===== config.mk =====
export PLATFORM = sky130hd
export DESIGN_NAME = serial_byte_deserializer
export DESIGN_NICKNAME = d
export VERILOG_FILES = /design/src/rtl/serial_byte_deserializer.sv
export SDC_FILE = /design/constraint.sdc
export NUM_CORES = 1
export LEC_CHECK = 0
export BUFFER_PORTS_ARGS = -buffer_cell sky130_fd_sc_hd__buf_2
export CORE_MARGIN = 5
export CORE_UTILIZATION = 40
export DETAILED_ROUTE_END_ITERATION = 8
export PLACE_DENSITY_LB_ADDON = 0.1
export SLEW_MARGIN = 15
export SYNTH_ARGS = -nofsm -noshare
export SYNTH_HDL_FRONTEND = slang
export SYNTH_SLANG_ARGS = --single-unit

===== constraint.sdc =====
create_clock -name clk -period 2.3 [get_ports clk]
set_input_delay 0 -clock clk [delete_from_list [all_inputs] [get_ports clk]]
set_output_delay 0 -clock clk [all_outputs]
set_load 0.05 [all_outputs]

===== src/rtl/serial_byte_deserializer.sv =====
// Serial-to-parallel front end: assembles framed serial bits into a byte,
// checks optional even parity, and pulses load when byte_out is updated.
module serial_byte_deserializer #(
    parameter bit MSB_FIRST = 1'b1,
    parameter bit PARITY_EN = 1'b1
) (
    input  logic       clk,
    input  logic       rstn,
    input  logic       sin,
    input  logic       sin_valid,
    input  logic       sync,
    output logic [7:0] byte_out,
    output logic       load,
    output logic       parity_err,
    output logic       busy
);

    typedef enum logic [1:0] {
        IDLE   = 2'd0,
        SHIFT  = 2'd1,
        PARITY = 2'd2
    } state_t;

    state_t      r_state;
    logic [7:0]  r_shift;
    logic [3:0]  r_count;
    logic [7:0]  r_byte_out;
    logic        r_load;
    logic        r_parity_err;

    state_t      w_next_state;
    logic [7:0]  w_next_shift;
    logic [3:0]  w_next_count;
    logic [7:0]  w_shifted;
    logic [7:0]  w_commit_data;
    logic        w_commit;
    logic        w_perr;

    assign w_shifted = MSB_FIRST ? {r_shift[6:0], sin} : {sin, r_shift[7:1]};

    // NOTE: every always_comb output gets a default first so no path leaves it unassigned (no latch).
    always_comb begin
        w_next_state  = r_state;
        w_next_shift  = r_shift;
        w_next_count  = r_count;
        w_commit_data = r_shift;
        w_commit      = 1'b0;
        w_perr        = 1'b0;

        if (sin_valid) begin
            if (sync) begin
                // A sync bit always opens a new frame, overriding any completion.
                w_next_state = SHIFT;
                w_next_shift = w_shifted;
                w_next_count = 4'd1;
            end else begin
                unique case (r_state)
                    IDLE: begin
                    end
                    SHIFT: begin
                        w_next_shift = w_shifted;
                        w_next_count = r_count + 4'd1;
                        if (r_count == 4'd7) begin
                            if (PARITY_EN) begin
                                w_next_state = PARITY;
                            end else begin
                                w_next_state  = IDLE;
                                w_next_count  = 4'd0;
                                w_commit      = 1'b1;
                                w_commit_data = w_shifted;
                            end
                        end
                    end
                    PARITY: begin
                        w_next_state = IDLE;
                        w_next_count = 4'd0;
                        if ((^r_shift) ^ sin) begin
                            w_perr = 1'b1;
                        end else begin
                            w_commit = 1'b1;
                        end
                    end
                    default: begin
                        w_next_state = IDLE;
                        w_next_count = 4'd0;
                    end
                endcase
            end
        end
    end

    // NOTE: sequential state uses non-blocking assignments so all registers update together.
    always_ff @(posedge clk or negedge rstn) begin
        if (!rstn) begin
            r_state      <= IDLE;
            r_shift      <= 8'h00;
            r_count      <= 4'd0;
            r_byte_out   <= 8'h00;
            r_load       <= 1'b0;
            r_parity_err <= 1'b0;
        end else begin
            r_state      <= w_next_state;
            r_shift      <= w_next_shift;
            r_count      <= w_next_count;
            r_load       <= w_commit;
            r_parity_err <= w_perr;
            if (w_commit) begin
                r_byte_out <= w_commit_data;
            end
        end
    end

    assign byte_out   = r_byte_out;
    assign load       = r_load;
    assign parity_err = r_parity_err;
    assign busy       = (r_state != IDLE);

endmodule


Word level (Yosys, flattened, before mapping)
Cells that the tools add are included.
- ROM bits: 0
- memories: 0
- register bits: 24
- word-level logic and storage cells: 35
- latch bits: 0
- memory bits (writable): 0
- input port bits: 5
- output and inout port bits: 11
- magnitude comparators: 0
- div/mod/pow operators: 0
- equality and inequality tests: 5
- add/sub/neg operators: 1
- reductions and logical operators: 7
- $mul: 0
- bitwise operators: 1
- multiplexer cells: 15
- shift-type cells: 0
- operators with widths (operator ; number):
    8-bit two-way mux ; 2
    1-bit two-way mux ; 8
    4-bit one-hot mux with 2 select lines ; 1
    8-bit parity ; 1
    4-bit by 1-bit adder with 4-bit output, second input constant ; 1
    4-bit by 3-bit == test with 1-bit output, second input constant ; 1
    2-bit two-way mux ; 2
    4-bit two-way mux ; 1
    2-bit one-hot mux with 2 select lines ; 1
    2-bit AND reduction ; 2
    2-bit nonzero test ; 2
    3-bit inequality test, second input constant ; 1
    3-bit AND reduction ; 1
    2-bit by 1-bit == test with 1-bit output, second input constant ; 1
    2-bit == test, second input constant ; 1
    2-bit logical NOT ; 1
    2-bit inequality test, second input constant ; 1
    1-bit XOR ; 1

Logic depth before layout (Yosys ltp)
- word-level depth: 6
- mapped depth: 5
- gate-level depth less buffers: 5

Worst setup path before layout
No wires, ideal clock.
- kind: reg2reg
- start point: register r_shift[2]
- end point: register r_byte_out[0], in the netlist byte_out[0]
- path buffers: 0
- setup slack: 0.496 ns
- data required time: 2.175 ns
- period minus slack after synthesis: 1.804 ns
- arrival: 1.679 ns
- cell stages (with the launch flop): 5
- cells stage by stage: dfrtp_1 > xor2_1 > xnor3_2 > mux2i_4 > mux2_2
- cells in the longest elaborated chain, start to end: 6
- RTL lines (item ; RTL line ; text):
    start, declared ; 25 ; logic [7:0] r_shift;
    start signal, assigned ; 103 ; r_shift <= w_next_shift;
    8-bit parity ; 77 ; if ((^r_shift) ^ sin) begin
    1-bit XOR ; 77 ;
    1-bit two-way mux ; 77 ;
    1-bit two-way mux ; - ;
    1-bit two-way mux ; 51 ; if (sync) begin
    1-bit two-way mux ; 50 ; if (sin_valid) begin
    named net w_commit ; 36 ; logic w_commit;
    end signal, assigned ; 108 ; r_byte_out <= w_commit_data;
    end, declared ; 27 ; logic [7:0] r_byte_out;
The timed path passes the listed nets, and every way through them passes these cells.
A chain may end at the register's enable or synchronous reset.

Final worst setup path
Ends and elaborated chain as after synthesis.

==> metrics list <==
- Dividing the detail-routed wire length by the instance count gives 14.3 µm.
- The pre-antenna-repair detailed-routing pass consisted of 4 iterations.
- Clock slew at the register clock pins of the worst setup and hold paths: 0.14 ns
- Once detail routing completed, the nets flagged for antenna violations numbered 0.
- Vias in the first global route: 745
- Across the run, the number of max-cap violations was 0.
- During I/O placement, the number of pins put on the boundary was 16.
- For the pin with the worst max-slew slack, the measured transition is between 0.5 and 0.6 ns.
* Final estimated routing congestion in global placement: 0.797
- Clock tree from TritonCTS: yes
* Routed via count: 685
- On the critical path, the stage with the largest delay is an instance of sky130_fd_sc_hd__xnor3_2.
- Seq/Total Area, Yosys: a little over half
- DRC Markers: 0
- Max Freq: 512 MHz
- Total power divided by cell area: 1130 nW/µm²
* Arrival time of data at the critical path endpoint: 2.16 ns
* Hold Fails Final Rpt: 0
* Number of max-slew violations in the final report: 0
* Iter 0 DRT Violations: 8
- After routing the design area is 1290 µm².
- Leakage: 0.623 nW
* IO buf count: 15
* Worst Path Class, Setup: reg -> reg
- Cell Chain, Critical Path: xor2_1, xnor3_2, mux2i_4, mux2_2
- Status: complete, no violations
- No sink is reached through more buffers than the 2 on the longest clock path.
* Via density: roughly 5.1
- Worst hold slack across all endpoints: 0.0217 ns
- Master cell of the clock root buffer: sky130_fd_sc_hd__clkbuf_4
- Count of final setup violators: 0
- The worst setup path is captured at a flop.
- The die is roughly 62 µm tall.
- Total inserted antenna cells: 0
- STA classifies the critical path startpoint as a flop.
- From synthesis to final layout, the design area changed by 17.9%.
- Wires add up to 1.93 mm.
* Number of antenna violations at the first check in global routing: 0
* Peak VDD IR: 614 µV
* Total congestion overflow after global routing: 0
- The core region is 2690 µm².
* Number of fill cells in the layout: 246
* Die footprint: 3890 µm²
* Net count after synthesis: 89
* Worst Hold Class: in -> reg
* Resized cells post-CTS: 0
- Die X-Extent: between 60 and 70 µm
- Leading cell types in the layout, fill and taps excluded: sky130_fd_sc_hd__dfrtp_1 (24), sky130_fd_sc_hd__mux2_2 (17), sky130_fd_sc_hd__buf_2 (15)
- Entering global routing, the biggest net connects 25 pins.
- After layout, the worst path uses a little over four fifths of the clock period.
- The average instance in the mapped netlist occupies 13.2 µm².
- Effective utilization at floorplan: between 40 and 50%
* Global-route usage over all layers: between 10% and 20%
* Site row count: 19
- In the final layout, the share of cells above drive strength 1 is 39.4%.
- Most common library cell in the layout ignoring fill and taps: sky130_fd_sc_hd__dfrtp_1
- Global-route wire length before repair: 3.48 mm
- Number of synthesized register bits: 24
- Total negative slack: 0 ns
- After the last flow step, the layout net total stands at 111.
- The smallest clock period supported by the final layout is computed as 1.95 ns.
* Worst path max stage delay: 0.45 ns
* Hpwl dp: between 1 and 1.5 mm
* Synthesis Warnings: 0
- Skew final: approximately 0.0088 ns
- The clock net in this run drives a total of 24 sinks.
- Instance area at placement: 1210 µm²
* Relative slew slack: 63.7%
- Latest clock arrival within the worst-skew pair: 0.32 ns
* Worst path required time: 2.51 ns
- Maximum fanout count along the critical path: 9
- Setup repair after global routing missed its margin: no
- Synthesized netlist cell count: 83
- Clock buffer count from CTS: 3
- The synthesized netlist contains 26 unique library cells.
- The cell area that synthesis handed to floorplanning was 1100 µm².
* H-tree depth reported by CTS: 1
power breakdown:
part | internal, mW | switching, mW
clock | 0.176 | 0.131
combinational | 0.309 | 0.220
sequential | 0.519 | 0.112
total | 1.00 | 0.463
what timing repair did:
item	4_1_cts	5_1_grt
hold buffers	3	0
endpoints found under the hold margin	27	0
endpoints found under the setup margin	0	0
buffers inserted	0	0
critical path: cells and delay by family, from the launching register on:
kind / cells / cell delay [ns]
XOR/XNOR: 2 / 0.62
flip-flops: 1 / 0.44
multiplexers: 2 / 0.79
cells in the mapped netlist:
master | n | share of area [%]
sky130_fd_sc_hd__a21oi_1 | 2 | 0.91
sky130_fd_sc_hd__a22o_1 | 1 | 0.80
sky130_fd_sc_hd__and2_1 | 1 | 0.57
sky130_fd_sc_hd__clkbuf_1 | 2 | 0.68
sky130_fd_sc_hd__dfrtp_1 | 24 | 55
sky130_fd_sc_hd__ha_1 | 1 | 1.1
sky130_fd_sc_hd__inv_1 | 2 | 0.68
sky130_fd_sc_hd__mux2_2 | 17 | 17
sky130_fd_sc_hd__mux2i_1 | 1 | 0.91
sky130_fd_sc_hd__mux2i_4 | 1 | 2.0
sky130_fd_sc_hd__nand2_1 | 6 | 2.0
sky130_fd_sc_hd__nand2b_1 | 2 | 1.1
sky130_fd_sc_hd__nand4_1 | 2 | 1.1
sky130_fd_sc_hd__nor2_1 | 2 | 0.68
sky130_fd_sc_hd__nor2b_1 | 1 | 0.57
sky130_fd_sc_hd__nor3b_1 | 2 | 1.4
sky130_fd_sc_hd__nor4bb_1 | 1 | 0.91
sky130_fd_sc_hd__o21ai_0 | 3 | 1.4
sky130_fd_sc_hd__o21ai_1 | 1 | 0.46
sky130_fd_sc_hd__o22ai_1 | 2 | 1.1
sky130_fd_sc_hd__o41ai_1 | 1 | 0.80
sky130_fd_sc_hd__or2_2 | 2 | 1.1
sky130_fd_sc_hd__xnor2_1 | 2 | 1.6
sky130_fd_sc_hd__xnor3_1 | 1 | 2.0
sky130_fd_sc_hd__xnor3_2 | 1 | 2.2
sky130_fd_sc_hd__xor2_1 | 2 | 1.6
cells by family after synthesis:
logic type      after synthesis  synth area share, %
compound gates               10                 5.47
simple gates                 19                 9.57
xor+xnor                      6                 7.40
flops                        24                 54.7
fa+ha+maj                     1                 1.14
mux                          19                 20.4
buf+inv                       4                 1.37
per-stage QoR:
step	setup WS [ns]	util (%)	instances	power, mW
floorplan	0.496	-	83	1.07
global placement	0.374	45.1	128	1.17
detailed placement	0.360	45.1	128	1.17
CTS	0.334	48.2	135	1.49
global route	0.261	48.2	135	1.57
finish	0.348	48.2	135	1.47
state kept, by name, indices dropped and copies added, names as in the netlist:
register	flops
r_shift	8
load	1
r_state	2
byte_out	8
r_count	4
parity_err	1
path summary, 6_finish.rpt:
| path | depth (start not counted) | endpoint | slack (ns) | from |
|---|---|---|---|---|
| setup / recovery | 4 | byte_out[0]$_DFFE_PN0P_ | 0.35 | r_shift[2]$_DFFE_PN0P_ |
| hold / removal | 2 | r_count[2]$_DFFE_PN0P_ | 0.02 | sin_valid |
| setup reg to reg | 4 | byte_out[0]$_DFFE_PN0P_ | 0.35 | r_shift[2]$_DFFE_PN0P_ |
| hold reg to reg | 1 | byte_out[7]$_DFFE_PN0P_ | 0.52 | byte_out[7]$_DFFE_PN0P_ |
| max in group asynchronous | 2 | r_count[0]$_DFFE_PN0P_ | 1.76 | rstn |
| min in group asynchronous | 2 | byte_out[6]$_DFFE_PN0P_ | 0.18 | rstn |
cell type report:
class / count / area [µm²] / area share (%)
clock buffers: 3 / 22.5 / 1.74
clock inverters: 1 / 30.0 / 2.32
inverters: 2 / 7.51 / 0.580
multi-input cells: 55 / 483 / 37.3
flip-flops and latches: 24 / 601 / 46.4
well taps: 31 / 38.8 / 3.00
repair buffers: 19 / 113 / 8.70
per-layer routing:
layer / vias to the layer above / part of all wire [%] / GRT usage (%)
li1: 334 / - / -
met2: 10 / 49 / 17.9
met1: 339 / 46 / 13.9
met3: 2 / 3.7 / 2.70
met4: 0 / 1.0 / 5.57
met5: - / 0 / 0
(Power assumes the default switching activity.)
